### src/rtl/lcd1602_pkg.sv
// lcd1602_pkg
// Shared definitions for the LCD1602 write sequencer: Z80 I/O port
// addresses, the FIFO entry layout, the sequencer FSM states and the bit
// positions inside the CPU status byte.
package lcd1602_pkg;

    // Z80 I/O port addresses (A[2:0])
    localparam logic [2:0] PORT_CMD = 3'b100;  // command write / status read
    localparam logic [2:0] PORT_DAT = 3'b101;  // data write

    // Status byte layout: {full, empty, busy, ovf, tmo, 0, level[1:0]}
    localparam int STAT_FULL  = 7;
    localparam int STAT_EMPTY = 6;
    localparam int STAT_BUSY  = 5;
    localparam int STAT_OVF   = 4;
    localparam int STAT_TMO   = 3;

    // One queued LCD transfer: register select plus the byte
    typedef struct packed {
        logic       rs;
        logic [7:0] data;
    } entry_t;

    typedef enum logic [2:0] {
        ST_IDLE,
        ST_W_SETUP,
        ST_W_E,
        ST_W_HOLD,
        ST_P_SETUP,
        ST_P_E,
        ST_P_HOLD,
        ST_P_GAP
    } state_t;

    function automatic int max4(input int a, input int b, input int c, input int d);
        int m;
        m = a;
        if (b > m) m = b;
        if (c > m) m = c;
        if (d > m) m = d;
        return m;
    endfunction

endpackage

### src/rtl/lcd1602_fifo.sv
// lcd1602_fifo
// Synchronous FIFO of {rs, data} entries feeding the LCD sequencer.
// A push while full is rejected unless a pop happens in the same cycle,
// in which case both are honoured. Output data is first-word-fall-through.
// Ports:
//   clk, rst        clock, asynchronous active-low reset (flushes the FIFO)
//   push, push_data write request and entry
//   pop             read request (ignored when empty)
//   pop_data        entry at the head of the FIFO
//   full, empty     occupancy flags
//   level           number of stored entries (0..FIFO_DEPTH)
module lcd1602_fifo
    import lcd1602_pkg::*;
#(
    parameter int FIFO_DEPTH = 8
) (
    input  logic                          clk,
    input  logic                          rst,
    input  logic                          push,
    input  entry_t                        push_data,
    input  logic                          pop,
    output entry_t                        pop_data,
    output logic                          full,
    output logic                          empty,
    output logic [$clog2(FIFO_DEPTH):0]   level
);

    localparam int AW = $clog2(FIFO_DEPTH);
    localparam logic [AW:0] FULL_CNT = (AW + 1)'(FIFO_DEPTH);

    entry_t        mem [FIFO_DEPTH];
    logic [AW-1:0] wr_ptr;
    logic [AW-1:0] rd_ptr;
    logic [AW:0]   count;
    logic          do_push;
    logic          do_pop;

    assign full     = (count == FULL_CNT);
    assign empty    = (count == '0);
    assign level    = count;
    assign pop_data = mem[rd_ptr];

    // When full, the slot being written is the one being read out this cycle
    assign do_push  = push && (!full || pop);
    assign do_pop   = pop && !empty;

    // Pointers wrap naturally because the depth is a power of two
    always_ff @(posedge clk or negedge rst) begin
        if (!rst) begin
            wr_ptr <= '0;
            rd_ptr <= '0;
            count  <= '0;
        end else begin
            if (do_push) wr_ptr <= wr_ptr + 1'b1;
            if (do_pop)  rd_ptr <= rd_ptr + 1'b1;
            case ({do_push, do_pop})
                2'b10:   count <= count + 1'b1;
                2'b01:   count <= count - 1'b1;
                default: count <= count;
            endcase
        end
    end

    always_ff @(posedge clk) begin
        if (do_push) mem[wr_ptr] <= push_data;
    end

endmodule

### src/rtl/lcd1602_sequencer.sv
// lcd1602_sequencer
// Autonomous HD44780/LCD1602 write sequencer on the Z80 I/O bus. The CPU
// writes command (port 4) and data (port 5) bytes which queue in a FIFO;
// the FSM writes each byte with proper E timing and then polls the busy
// flag (DB7) until the LCD is ready or the poll budget runs out.
// Ports:
//   clk, rst                 clock, asynchronous active-low reset
//   iorq_n, wr_n, rd_n, adr  Z80 control/address (asynchronous to clk)
//   cpu_d_in                 Z80 write data
//   cpu_d_out, cpu_d_oe      status byte and its bus drive enable
//   lcd_e, lcd_rs, lcd_rw    LCD control lines
//   lcd_d_out, lcd_d_oe      LCD data bus drive value and enable
//   lcd_d_in                 LCD data bus sampled value (busy flag on bit 7)
module lcd1602_sequencer
    import lcd1602_pkg::*;
#(
    parameter int FIFO_DEPTH = 8,
    parameter int T_AS       = 2,
    parameter int T_EPW      = 12,
    parameter int T_AH       = 2,
    parameter int T_GAP      = 4,
    parameter int POLL_MAX   = 255
) (
    input  logic       clk,
    input  logic       rst,
    input  logic       iorq_n,
    input  logic       wr_n,
    input  logic       rd_n,
    input  logic [2:0] adr,
    input  logic [7:0] cpu_d_in,
    output logic [7:0] cpu_d_out,
    output logic       cpu_d_oe,
    output logic       lcd_e,
    output logic       lcd_rs,
    output logic       lcd_rw,
    output logic [7:0] lcd_d_out,
    output logic       lcd_d_oe,
    input  logic [7:0] lcd_d_in
);

    localparam int LW    = $clog2(FIFO_DEPTH) + 1;
    localparam int CNT_W = $clog2(max4(T_AS, T_EPW, T_AH, T_GAP) + 1);
    localparam int PC_W  = $clog2(POLL_MAX + 1);

    // Bus strobe synchronisers: [0],[1] are the two sync flops, [2] is
    // the delayed copy used for edge detection.
    logic [2:0]    wr_sync;
    logic [2:0]    rd_sync;
    logic          wr_fall;
    logic          rd_fall;
    logic          rd_rise;
    logic          rd_is_status;
    logic          status_clear;

    logic          push;
    entry_t        push_data;
    logic          pop;
    entry_t        pop_data;
    logic          full;
    logic          empty;
    logic [LW-1:0] level;

    state_t        state;
    logic [CNT_W-1:0] cnt;
    logic [PC_W-1:0]  poll_cnt;
    logic          bf;
    logic          ovf;
    logic          tmo;
    logic          busy;
    logic [1:0]    lvl_sat;
    logic [7:0]    status;
    logic          unused_bits;

    assign unused_bits = ^lcd_d_in[6:0];

    always_ff @(posedge clk or negedge rst) begin
        if (!rst) begin
            wr_sync      <= '1;
            rd_sync      <= '1;
            rd_is_status <= 1'b0;
        end else begin
            wr_sync <= {wr_sync[1:0], iorq_n | wr_n};
            rd_sync <= {rd_sync[1:0], iorq_n | rd_n};
            // Remember whether this read cycle targeted the status port so
            // the clear does not depend on the address after RD goes away.
            if (rd_fall) rd_is_status <= (adr == PORT_CMD);
        end
    end

    assign wr_fall      = wr_sync[2] & ~wr_sync[1];
    assign rd_fall      = rd_sync[2] & ~rd_sync[1];
    assign rd_rise      = ~rd_sync[2] & rd_sync[1];
    assign status_clear = rd_rise & rd_is_status;

    assign push           = wr_fall && ((adr == PORT_CMD) || (adr == PORT_DAT));
    assign push_data.rs   = (adr == PORT_DAT);
    assign push_data.data = cpu_d_in;
    assign pop            = (state == ST_IDLE) && !empty;

    lcd1602_fifo #(
        .FIFO_DEPTH (FIFO_DEPTH)
    ) u_fifo (
        .clk       (clk),
        .rst       (rst),
        .push      (push),
        .push_data (push_data),
        .pop       (pop),
        .pop_data  (pop_data),
        .full      (full),
        .empty     (empty),
        .level     (level)
    );

    // Sticky overflow; a set in the same cycle as a clear wins
    always_ff @(posedge clk or negedge rst) begin
        if (!rst) begin
            ovf <= 1'b0;
        end else begin
            if (status_clear) ovf <= 1'b0;
            if (push && full && !pop) ovf <= 1'b1;
        end
    end

    // Status port
    assign busy    = (state != ST_IDLE);
    assign lvl_sat = (level > LW'(3)) ? 2'b11 : level[1:0];

    always_comb begin
        status             = 8'h00;
        status[STAT_FULL]  = full;
        status[STAT_EMPTY] = empty;
        status[STAT_BUSY]  = busy;
        status[STAT_OVF]   = ovf;
        status[STAT_TMO]   = tmo;
        status[1:0]        = lvl_sat;
    end

    assign cpu_d_oe  = ~iorq_n & ~rd_n & (adr == PORT_CMD);
    assign cpu_d_out = cpu_d_oe ? status : 8'h00;

    // Sequencer: every phase loads cnt with its length minus one and
    // advances when it reaches zero.
    always_ff @(posedge clk or negedge rst) begin
        if (!rst) begin
            state     <= ST_IDLE;
            cnt       <= '0;
            poll_cnt  <= '0;
            bf        <= 1'b0;
            tmo       <= 1'b0;
            lcd_e     <= 1'b0;
            lcd_rs    <= 1'b0;
            lcd_rw    <= 1'b0;
            lcd_d_oe  <= 1'b0;
            lcd_d_out <= 8'h00;
        end else begin
            if (status_clear) tmo <= 1'b0;
            case (state)
                ST_IDLE: begin
                    if (pop) begin
                        lcd_rs    <= pop_data.rs;
                        lcd_d_out <= pop_data.data;
                        lcd_rw    <= 1'b0;
                        lcd_d_oe  <= 1'b1;
                        cnt       <= CNT_W'(T_AS - 1);
                        state     <= ST_W_SETUP;
                    end
                end
                ST_W_SETUP: begin
                    if (cnt == '0) begin
                        lcd_e <= 1'b1;
                        cnt   <= CNT_W'(T_EPW - 1);
                        state <= ST_W_E;
                    end else begin
                        cnt <= cnt - 1'b1;
                    end
                end
                ST_W_E: begin
                    if (cnt == '0) begin
                        lcd_e <= 1'b0;
                        cnt   <= CNT_W'(T_AH - 1);
                        state <= ST_W_HOLD;
                    end else begin
                        cnt <= cnt - 1'b1;
                    end
                end
                ST_W_HOLD: begin
                    if (cnt == '0) begin
                        // Release the bus in the same cycle RW turns to read
                        lcd_d_oe <= 1'b0;
                        lcd_rs   <= 1'b0;
                        lcd_rw   <= 1'b1;
                        poll_cnt <= '0;
                        cnt      <= CNT_W'(T_AS - 1);
                        state    <= ST_P_SETUP;
                    end else begin
                        cnt <= cnt - 1'b1;
                    end
                end
                ST_P_SETUP: begin
                    if (cnt == '0) begin
                        lcd_e <= 1'b1;
                        cnt   <= CNT_W'(T_EPW - 1);
                        state <= ST_P_E;
                    end else begin
                        cnt <= cnt - 1'b1;
                    end
                end
                ST_P_E: begin
                    if (cnt == '0) begin
                        bf    <= lcd_d_in[7];
                        lcd_e <= 1'b0;
                        cnt   <= CNT_W'(T_AH - 1);
                        state <= ST_P_HOLD;
                    end else begin
                        cnt <= cnt - 1'b1;
                    end
                end
                ST_P_HOLD: begin
                    if (cnt == '0) begin
                        if (!bf) begin
                            lcd_rw <= 1'b0;
                            state  <= ST_IDLE;
                        end else if (poll_cnt == PC_W'(POLL_MAX - 1)) begin
                            // This was poll number POLL_MAX: give up
                            tmo    <= 1'b1;
                            lcd_rw <= 1'b0;
                            state  <= ST_IDLE;
                        end else begin
                            poll_cnt <= poll_cnt + 1'b1;
                            cnt      <= CNT_W'(T_GAP - 1);
                            state    <= ST_P_GAP;
                        end
                    end else begin
                        cnt <= cnt - 1'b1;
                    end
                end
                ST_P_GAP: begin
                    if (cnt == '0) begin
                        cnt   <= CNT_W'(T_AS - 1);
                        state <= ST_P_SETUP;
                    end else begin
                        cnt <= cnt - 1'b1;
                    end
                end
                default: begin
                    lcd_e    <= 1'b0;
                    lcd_rw   <= 1'b0;
                    lcd_d_oe <= 1'b0;
                    state    <= ST_IDLE;
                end
            endcase
        end
    end

endmodule
### config.mk
export PLATFORM = sky130hd
export DESIGN_NAME = lcd1602_sequencer
export DESIGN_NICKNAME = d
export VERILOG_FILES = /design/src/rtl/lcd1602_pkg.sv /design/src/rtl/lcd1602_fifo.sv /design/src/rtl/lcd1602_sequencer.sv
export SDC_FILE = /design/constraint.sdc
export NUM_CORES = 1
export LEC_CHECK = 0
export CORE_AREA = 2 2 134 136
export DETAILED_ROUTE_END_ITERATION = 8
export DIE_AREA = 0 0 136 138
export GPL_TIMING_DRIVEN = 0
export PLACE_DENSITY_LB_ADDON = 0.08
export SYNTH_ARGS = -nofsm -noshare
export SYNTH_HDL_FRONTEND = slang
export SYNTH_SLANG_ARGS = --single-unit
### constraint.sdc
create_clock -name clk -period 5.8 [get_ports clk]
set_input_delay 1.16 -clock clk [delete_from_list [all_inputs] [get_ports clk]]
set_output_delay 1.16 -clock clk [all_outputs]
set_load 0.05 [all_outputs]
After elaboration in Yosys (flattened, before gate mapping):

Memory sizes are Yosys's and may differ from the RTL's.
Cells that the tools add are included.
Widths: inputs -> output; s select.

* output and inout bits: 21
* memories kept: 1
* bits in registers: 47
* RAM bits: 72

Memories
* u_fifo.mem: words 8, bits a word 9, rd ports 1, clocked after memory_dff 0, wr ports 1, line lcd1602_fifo.sv:31 `entry_t mem [FIFO_DEPTH];`

* magnitude comparators: 1
* eq/ne operators: 28
* bitwise gates (word level): 13
* multiplexer cells: 46
* reduce and logical (&&, ||, !) cells: 33
* add/sub/neg operators: 6

Operators by type and width (number)
* $mux 8: 5
* $mux 3: 9
* $mux 4: 6
* $pmux 3 s7: 1
* $eq 3x3->1 const B: 6
* $ne 2x2->1 const B: 9
* $mux 1: 17
* $pmux 4 s4: 1
* $pmux 8 s2: 1
* $reduce_and 5->1: 2
* $reduce_bool 2->1: 5
* $ne 3x3->1 const B: 3
* $reduce_and 3->1: 3
* $add 8x1->8 const B: 1
* $eq 8x8->1 const B: 1
* $logic_not 4->1: 2
* $pmux 4 s2: 1
* $sub 4x1->4 const B: 2
* $reduce_and 7->1: 1
* $add 3x1->3 const B: 2
* $and 1x1->1: 6
* $eq 3x2->1 const B: 2
* $logic_and 1x1->1: 6
* $ne 2x1->1 const B: 3
* 18 further kinds: 32

Depth between registers and ports, before layout:

* depth in word-level cells: 8
* gate-level depth with buffers: 12

Modules after synthesis:

A second synthesis with hierarchy kept.

* cells, all modules: 363
* area total of the unflattened synthesis: 5215.0 um^2

By module, submodules not included
* lcd1602_fifo: area each 3365.7 um^2, cells an instance 170, sequential area each 2412.3 um^2, instances 1
* lcd1602_sequencer: area each 1849.3 um^2, cells an instance 193, sequential area each 933.4 um^2, instances 1

Least setup slack after synthesis:

No wires, ideal clock.

* path kind: input -> output
* start: in rd_n
* end: out cpu_d_out[3]
* data required time: 4.640 ns
* cell stages on the path: 5
* arrival: 2.728 ns
* path slack: 1.912 ns
* path through: or2_2 -> or3_1 -> clkbuf_1 -> inv_1 -> and2_1

* word-level cells in the longest chain between the ends: 4

RTL lines
* start: declaration: line lcd1602_sequencer.sv:28 `input logic rd_n,`
* $not 1->1: line lcd1602_sequencer.sv:138 `assign cpu_d_oe = ~iorq_n & ~rd_n & (adr == PORT_CMD);`
* $and 1x1->1 (2 in a row): line lcd1602_sequencer.sv:138
* via cpu_d_oe: line lcd1602_sequencer.sv:32 `output logic cpu_d_oe,`
* $mux 8: line lcd1602_sequencer.sv:139 `assign cpu_d_out = cpu_d_oe ? status : 8'h00;`
* end: declaration: line lcd1602_sequencer.sv:31 `output logic [7:0] cpu_d_out,`

The timed path passes the listed nets, and every way through them passes these cells.

Worst setup path in the final report:

* start: in rd_n
* end: out cpu_d_out[4]

* word-level cells in the longest chain between the ends: 4

RTL lines (line)
* $not 1->1: lcd1602_sequencer.sv:138
* $and 1x1->1 (2 in a row): lcd1602_sequencer.sv:138
* $mux 8: lcd1602_sequencer.sv:139

No other way between the ends.

==> results.py <==
metrics = {
    "sta": {
        "worst_clock_skew_ns": 0.0116,
        "finalCriticalPeriod_ns": 4.58,
        "tightest_slew_ns": 1.08,
        "max_clock_freq_mhz": 218,
        "setup_viol": 0,
        "holdWs_ns": 0.356,
        "final_hold_viol_count": 0,
        "tns_ns": 0,
        "slew_headroom_pct": 27.5,
        "grt_setup_unrepaired": "no",
        "slew_viol_final": 0,
        "fin_crit_sh_pct": 79.0,
    },
    "routing": {
        "ant_nets": 0,
        "drtPass1Iterations": 4,
        "vias": 3002,
        "via_per_inst": 4.63,
        "wl_per_cell_um": 16.7,
        "drt-initial-drc-count": 153,
        "drc": 0,
        "wl_um": 10800,
    },
    "grt": {
        "grt_overflow": 0,
        "grt_start_max_net_pins": 36,
        "grt_pass1_vias": 3127,
        "grt_pass1_wl_um": 17500,
        "grt_antenna_before_repair": 0,
        "track_usage_pct": 12.7,
    },
    "floorplanning": {
        "initial_core_util_pct": 29.3,
        "fp.dieH_um": 138,
        "num_rows": 49,
        "dieArea_um2": 18800,
        "num_io_pins": 45,
        "die_w_um": 136,
        "coreArea_um2": 17500,
    },
    "critical_path": {
        "crit_start": "rd_n",
        "slowest_delay_ns": 0.79,
        "worst_path_most_repeated_cell": "clkdlybuf4s50_1",
        "start_kind": "primary input",
        "crit_family": "buffers and inverters",
        "rr_startpoint": "state[1]$_DFFE_PN0P_",
        "critPathSlowestCell": "clkdlybuf4s50_1",
        "end_kind": "output port",
        "cp.required_ns": 4.64,
        "cp.depth": 7,
        "worstRegToRegCells": 11,
        "worstPathMaxFanout": 6,
        "worstPathArrival_ns": 3.42,
        "path_buf_inv": 4,
        "crit_type": "in -> out",
        "cp_cell_sequence": "clkdlybuf4s50_1 -> or2_2 -> or3_1 -> clkbuf_1 -> inv_1 -> and2_1 -> clkdlybuf4s50_1",
    },
    "yosys": {
        "synthTopCellsByCount": "edfxtp_1 (72), dfrtp_1 (41), nor2_1 (25), mux4_2 (18), a21oi_1 (15)",
        "yosysSeqAreaShare_pct": 65.1,
        "syn_nets": 378,
        "yosysMostFrequentCell": "edfxtp_1",
        "synth_top_area_share_pct": 42.1,
        "synth_area_leaders": "edfxtp_1 (42%), dfrtp_1 (20%), mux4_2 (7.9%)",
        "avgSynthCellArea_um2": 14.9,
        "synth_ff_type": "edfxtp_1",
        "synth_cell_types": 60,
        "synth_edf_count": 72,
        "synth-async-reset-ratio_pct": 39.5,
        "ys_ff_latch": 119,
        "synth_warnings": 0,
        "syn_inst": 345,
        "synth_largest_area_cell": "edfxtp_1",
        "synth.cell_area_um2": 5140,
    },
    "placement": {
        "gp_congestion": 0.700,
        "io_buffers": 36,
        "dp_hpwl_um": 7270,
    },
    "power_and_ir_drop": {
        "p_sw_share_pct": 33.1,
        "seqPwrFrac_pct": 35.7,
        "power.net_switching_mw": 1.03,
        "clkPwrFrac_pct": 33.1,
        "pwr-share-comb_pct": 31.1,
        "power.density_nw_per_um2": 481,
        "p_int_mw": 2.08,
        "p_leak_nw": 2.33,
        "ir_drop_uv": 253,
    },
    "cells_and_area": {
        "drive_gt1_share_pct": 22.4,
        "nNetsFinal": 439,
        "nFillCells": 1723,
        "seqCellArea_um2": 3350,
        "multi_input_area_um2": 1670,
        "areaGrowthSynthToFinish_pct": 25.9,
        "antenna_cells": 0,
    },
    "clock_tree": {
        "cts.sinks": 119,
        "cts_buffers": 17,
        "cts-root-buf": "clkbuf_16",
        "cts_tree": "built",
        "h-tree-depth": 4,
        "cts_hold_buf": 0,
        "cts_max_path_buffers": 2,
        "clk_pin_slew_ns": 0.06,
        "clk_latency_ns": 0.41,
        "ctsResizeCount": 0,
        "cts_setup_buffers": 0,
    },
    "run": {
        "drv_cap": 0,
    },
    "worst_hold_path": {
        "hold_depth": 0,
        "hp-class": "reg -> reg",
        "min-delay-start": "wr_sync[0]$_DFF_PN1_",
    },
    "run_status": {
        "outcome": "finished clean",
    },
}
cell usage in the layout, fill, tap and decap left out, types with 6 or more instances in the layout:
cell	count
mux2_2	6
clkbuf_16	17
nand2_1	14
clkbuf_1	13
xor2_1	6
clkdlybuf4s50_1	35
a21oi_1	15
nor2_1	25
edfxtp_1	72
dfrtp_1	41
dfstp_2	6
inv_1	12
buf_6	7
mux4_2	18
nor3_1	7
mux2i_1	14
ha_1	9
final cells by class:
cell class	count	share of cell area [%]
Multi-Input combinational cell	194	25.7
Timing Repair Buffer	42	6.67
Inverter	12	0.696
Tap cell	229	4.43
Sequential cell	119	51.7
Clock inverter	13	2.24
Clock buffer	19	6.84
Buffer	20	1.70
layer usage:
metal	track usage [%]	vias to the layer above	routed length, um
met1	15.4	1513	4710
met5	0	-	0
met3	3.89	13	346
met2	20.8	39	5530
met4	5.81	0	210
li1	-	1437	-
logic make-up (layout without fill, tap and decap cells):
group | count (synthesis) | after routing | synth area share [%]
fa+ha+maj | 9 | 9 | 2.19
xor+xnor | 10 | 10 | 1.70
compound gates | 42 | 42 | 5.52
buf+inv | 32 | 106 | 3.02
flops | 119 | 119 | 65.1
other cells | 1 | 1 | 0.0729
mux | 38 | 38 | 11.9
simple gates | 94 | 94 | 10.5
power groups by stage:
stage / combinational (mW) / sequential [mW] / clock, mW
final: 0.969 / 1.11 / 1.03
after detailed placement: 0.992 / 1.13 / 0
after global placement: 0.980 / 1.12 / 0
after CTS: 0.993 / 1.11 / 1.06
after global routing: 1.07 / 1.13 / 1.10
after floorplan: 0.583 / 1.24 / 0
path summary, 6_finish.rpt:
check	slack, ns	to
max in group asynchronous	4.56	wr_sync[2]$_DFF_PN1_
setup / recovery	1.22	cpu_d_out[4]
hold / removal	0.36	wr_sync[1]$_DFF_PN1_
min in group asynchronous	0.65	poll_cnt[3]$_DFFE_PN0P_
hold reg to reg	0.36	wr_sync[1]$_DFF_PN1_
setup reg to reg	2.26	u_fifo.level[2]$_DFFE_PN0P_
registers in the layout, summed over array words and instances (netlist names), 3 cells and up:
name           count
cnt                4
u_fifo.mem        72
u_fifo.level       4
wr_sync            3
poll_cnt           8
state              3
lcd_d_out          8
rd_sync            3
u_fifo.rd_ptr      3
u_fifo.wr_ptr      3
per-stage QoR:
step | cells | power (mW) | worst slack, ns | util (%) | cell area [um^2]
2_1_floorplan | 345 | 1.82 | 1.91 | - | 5140
3_3_place_gp | 610 | 2.10 | 1.19 | 33.0 | 5790
3_5_place_dp | 616 | 2.12 | 1.17 | 33.6 | 5890
4_1_cts | 648 | 3.17 | 1.17 | 36.9 | 6470
5_1_grt | 648 | 3.30 | 1.13 | 36.9 | 6470
6_report | 648 | 3.11 | 1.22 | 36.9 | 6470
(Power assumes the default switching activity.)
